**src/rtl/pin_frame_serializer.sv**
```systemverilog
// Serializes one captured DATA_W-bit word per generator window as an async frame:
// start(0), data LSB first, parity, stop(1). Reports busy, done, overrun and abort.
module pin_frame_serializer #(
    parameter int DATA_W     = 16,
    parameter bit PARITY_ODD = 1'b0,
    parameter bit IDLE_LEVEL = 1'b1
) (
    input  logic              clk,
    input  logic              rst,
    input  logic              load,
    input  logic              baudrate,
    input  logic              en_clk_B,
    input  logic [DATA_W-1:0] data_in,
    output logic              tx,
    output logic              busy,
    output logic              frame_done,
    output logic              overrun,
    output logic              abort
);
    localparam int CNT_W = (DATA_W > 1) ? $clog2(DATA_W) : 1;

    typedef enum logic [2:0] {S_IDLE, S_START, S_DATA, S_PARITY, S_STOP} state_t;

    state_t            state, state_n;
    logic [DATA_W-1:0] shadow, shadow_n, shift, shift_n;
    logic              shadow_par, shadow_par_n, par, par_n;
    logic              pending, pending_n;
    logic [CNT_W-1:0]  bitcnt, bitcnt_n;
    logic              tx_n, done_n, ovr_n, abort_n;
    logic              capture;

    always_ff @(posedge clk) begin
        if (rst) begin
            state      <= S_IDLE;
            tx         <= IDLE_LEVEL;
            busy       <= 1'b0;
            frame_done <= 1'b0;
            overrun    <= 1'b0;
            abort      <= 1'b0;
            pending    <= 1'b0;
            shadow     <= '0;
            shadow_par <= 1'b0;
            shift      <= '0;
            par        <= 1'b0;
            bitcnt     <= '0;
        end else begin
            state      <= state_n;
            tx         <= tx_n;
            busy       <= (state_n != S_IDLE);
            frame_done <= done_n;
            overrun    <= ovr_n;
            abort      <= abort_n;
            pending    <= pending_n;
            shadow     <= shadow_n;
            shadow_par <= shadow_par_n;
            shift      <= shift_n;
            par        <= par_n;
            bitcnt     <= bitcnt_n;
        end
    end

    always_comb begin
        state_n      = state;
        tx_n         = tx;
        done_n       = 1'b0;
        ovr_n        = 1'b0;
        abort_n      = 1'b0;
        pending_n    = pending;
        shadow_n     = shadow;
        shadow_par_n = shadow_par;
        shift_n      = shift;
        par_n        = par;
        bitcnt_n     = bitcnt;

        // A word is accepted only into an empty shadow while the line is idle.
        capture = load && !pending && (state == S_IDLE);
        if (capture) begin
            shadow_n     = data_in;
            shadow_par_n = (^data_in) ^ PARITY_ODD;
            pending_n    = 1'b1;
        end else if (load) begin
            ovr_n = 1'b1;
        end

        // Losing the window mid-frame wins over any baud tick in the same cycle.
        if (state != S_IDLE && !en_clk_B) begin
            state_n = S_IDLE;
            tx_n    = IDLE_LEVEL;
            abort_n = 1'b1;
        end else begin
            unique case (state)
                S_IDLE: begin
                    tx_n = IDLE_LEVEL;
                    if (pending && en_clk_B) begin
                        state_n   = S_START;
                        shift_n   = shadow;
                        par_n     = shadow_par;
                        pending_n = 1'b0;
                        tx_n      = 1'b0;
                    end
                end
                S_START: if (baudrate) begin
                    state_n  = S_DATA;
                    bitcnt_n = '0;
                    tx_n     = shift[0];
                end
                S_DATA: if (baudrate) begin
                    if (bitcnt == CNT_W'(DATA_W - 1)) begin
                        state_n = S_PARITY;
                        tx_n    = par;
                    end else begin
                        bitcnt_n = bitcnt + 1'b1;
                        shift_n  = shift >> 1;
                        tx_n     = shift[1];
                    end
                end
                S_PARITY: if (baudrate) begin
                    state_n = S_STOP;
                    tx_n    = 1'b1;
                end
                S_STOP: if (baudrate) begin
                    state_n = S_IDLE;
                    done_n  = 1'b1;
                    tx_n    = IDLE_LEVEL;
                end
                default: state_n = S_IDLE;
            endcase
        end
    end
endmodule

```
**config.mk**
```make
export PLATFORM = sky130hd
export DESIGN_NAME = pin_frame_serializer
export DESIGN_NICKNAME = d
export VERILOG_FILES = /design/src/rtl/pin_frame_serializer.sv
export SDC_FILE = /design/constraint.sdc
export NUM_CORES = 1
export LEC_CHECK = 0
export CORE_ASPECT_RATIO = 0.6
export CORE_MARGIN = 2
export CORE_UTILIZATION = 59
export CTS_CLUSTER_DIAMETER = 50
export DETAILED_ROUTE_END_ITERATION = 12
export PLACE_DENSITY = 0.92
export SYNTH_ARGS = -nofsm -noshare
export SYNTH_HDL_FRONTEND = slang
export SYNTH_SLANG_ARGS = --single-unit
```
**constraint.sdc**
```tcl
create_clock -name clk -period 4.4 [get_ports clk]
set_clock_uncertainty 0.15 [all_clocks]
set_input_delay 0.44 -clock clk [delete_from_list [all_inputs] [get_ports clk]]
set_output_delay 0.44 -clock clk [all_outputs]
set_load 0.02 [all_outputs]
```
==> metrics.yaml <==
status: "finished clean"
ir_drop_v: 0.000208
finalHoldViolations: 0
holdWs_ns: 0.311
ant_nets: 0
pwr-share-clk_pct: 38.2
path_max_fanout: 17
crit_start: "state[0]"
cp-end-kind: "register"
clk_latency_ns: 0.30
num_io_pins: 26
setup_viol: 0
hp-class: "reg -> reg"
vias: 1917
cts_resized: 0
drtIter0Drc: 145
grt_pass1_vias: 1637
power.density_mw_per_mm2: 388
grt_antenna_before_repair: 0
syn_inst: 268
synth_nets: 290
pwr-share-seq_pct: 47.7
syn_area_per_cell_um2: 8.03
drv_slew: 0
period_needed_ns: 2.32
num_rows: 16
synth_ff_type: "dfxtp_1"
path_class: "reg -> reg"
synth_enable_flop_cells: 0
worst_r2r_startpoint: "state[0]"
max-clock-path-buffers: 2
diodes: 0
crit_path_end: "shadow[1]"
drive_gt1_share_pct: 6.34
cts.clk_slew.worst_paths_ns: 0.09
combPwrFrac_pct: 14.1
mostFrequentLayoutCells: "67 x nand2_1, 47 x dfxtp_1, 28 x nor2_1, 25 x clkdlybuf4s50_1, 24 x a21oi_1"
worst_setup_path_start_kind: "register"
maxCapViolCount: 0
fmax_mhz: 431
wl_per_cell_um: 14.0
synth_cell_type_count: 41
p_int_uw: 741
finalCritPeriodShare_pct: 52.7
yosys-top-cells-area: "dfxtp_1 44%, nand2_1 12%, a311oi_1 6.1%"
firstDrtPassIters: 5
grt_max_degree: 48
synth_top_cell_area_share_pct: 43.7
track_usage_pct: 23.4
rsz0062_at_grt: "no"
numCtsBuffers: 5
critPathMaxStageDelay_ns: 0.57
critPathTopFamily: "simple AND/OR/NAND/NOR gates"
routed_wl_um: 4590
cp_cell_sequence: "or2_1 -> nor2_1 -> nand3b_1 -> nand2_1 -> a21oi_1"
cp.required_ns: 4.42
final_common_cell: "nand2_1"
p_sw_uw: 234
coreArea_mm2: 0.00336
crit_buf_inv: 0
relSlewSlack_pct: 35.5
timing.setup.tns_ns: 0
yosys_warnings: 0
place_ws_ns: 1.86
switching_share_pct: 24.0
p_leak_nw: 0.869
ys_seq_elements: 47
yosysSeqAreaShare_pct: 43.7
nets: 305
synth_async_sr_flop_share_pct: 0
cts-hold-fix-buffers: 0
dieArea_mm2: 0.00416
htree_levels: 2
clock_sinks: 47
grt_overflow_total: 0
cp.arrival_ns: 2.34
ff2ff_path_depth: 5
routed_via_density: 5.83
die_w_um: 82.0
hpwl_um: 3180
postCtsSetupBuffers: 0
gp_congestion: 0.920
yosys.area.top_type: "dfxtp_1"
syn_to_final_growth_pct: 16.9
drc: 0
synth_area_mm2: 0.00215
tightest_slew_ns: 0.964
grt_pass1_wl_um: 7420
cts_root_buf: "clkbuf_8"
die_h_um: 50.8
cp_num_cells: 5
start_util_pct: 64.0
reg2reg_slack_ns: 2.08
cts_tree: "yes"
portBuffers: 25
worstReg2RegEnd: "shadow[1]"
slowest_stage: "nand3b_1"
setup_ws_ns: 2.08
cell type report:
cell class	instances	area, µm²
clock buffer	5	68.8
clock inverter	3	67.6
fill	253	848
inverter	2	7.51
multi-input combinational	200	1110
sequential	47	941
tap	45	56.3
timing repair buffer	27	265
through the flow:
| step | power, mW | utilization [%] | area, µm² | instances |
|---|---|---|---|---|
| global placement | 0.605 | 70.7 | 2380 | 321 |
| floorplan | 0.568 | - | 2150 | 268 |
| global route | 1.01 | 74.8 | 2510 | 329 |
| CTS | 0.976 | 74.8 | 2510 | 329 |
| finish | 0.975 | 74.8 | 2510 | 329 |
| detailed placement | 0.610 | 70.7 | 2380 | 321 |
cells in the mapped netlist, types with 2 or more instances:
library cell,instances
a311oi_1,15
mux2i_1,3
nor3_1,4
nor2_1,28
a31oi_1,2
nand3_1,6
buf_2,4
nand2_1,67
a21oi_1,24
clkbuf_1,11
xnor2_1,13
and2_1,2
dfxtp_1,47
o21a_1,2
a211oi_1,2
o21ai_0,6
buf_4,3
xor2_1,3
nand2b_1,3
or2_2,2
worst min-delay path by stage:
stage,endpoint,slack [ns],from,depth (start not counted)
2_1_floorplan,shadow[15],0.29,shadow[15],2
5_1_grt,shadow[12],0.33,shadow[12],2
4_1_cts,shadow[6],0.31,shadow[6],2
6_report,shadow[3],0.31,shadow[3],2
3_3_place_gp,shadow[11],0.29,shadow[11],2
3_5_place_dp,shadow[6],0.30,shadow[6],2
power groups by stage:
stage                     sequential, mW  clock, mW  combinational, mW
after floorplan                    0.472          0             0.0964
after global placement             0.473          0              0.132
after detailed placement           0.474          0              0.136
after CTS                          0.464      0.374              0.138
after global routing               0.468      0.392              0.151
final                              0.465      0.372              0.138
cells by family (layout without fill, tap and decap cells):
kind of cell | Yosys count | in the layout | share of synthesized area [%]
simple gates | 125 | 125 | 26.5
compound gates | 55 | 55 | 16.5
flops | 47 | 47 | 43.7
buf+inv | 21 | 37 | 4.77
xor+xnor | 16 | 16 | 6.51
mux | 3 | 3 | 1.40
fa+ha+maj | 1 | 1 | 0.581
registers in the layout, summed over array words and instances, names as in the netlist, 3 cells and up:
name / flops
state: 3
shift: 16
shadow: 16
bitcnt: 4
worst reg2reg max path: cells and delay by family (launching register included):
kind	cells	cell delay [ns]
flops	1	0.43
compound gates	1	0.10
simple gates	4	1.52
layer usage:
metal	part of all wire, %	vias to the layer above	GRT usage [%]
li1	-	942	-
met1	47	893	32.5
met2	45	78	36.4
met3	7.3	4	6.47
met4	0.52	0	5.00
met5	0	-	0
No activity file was read; power rests on OpenSTA's default activity.
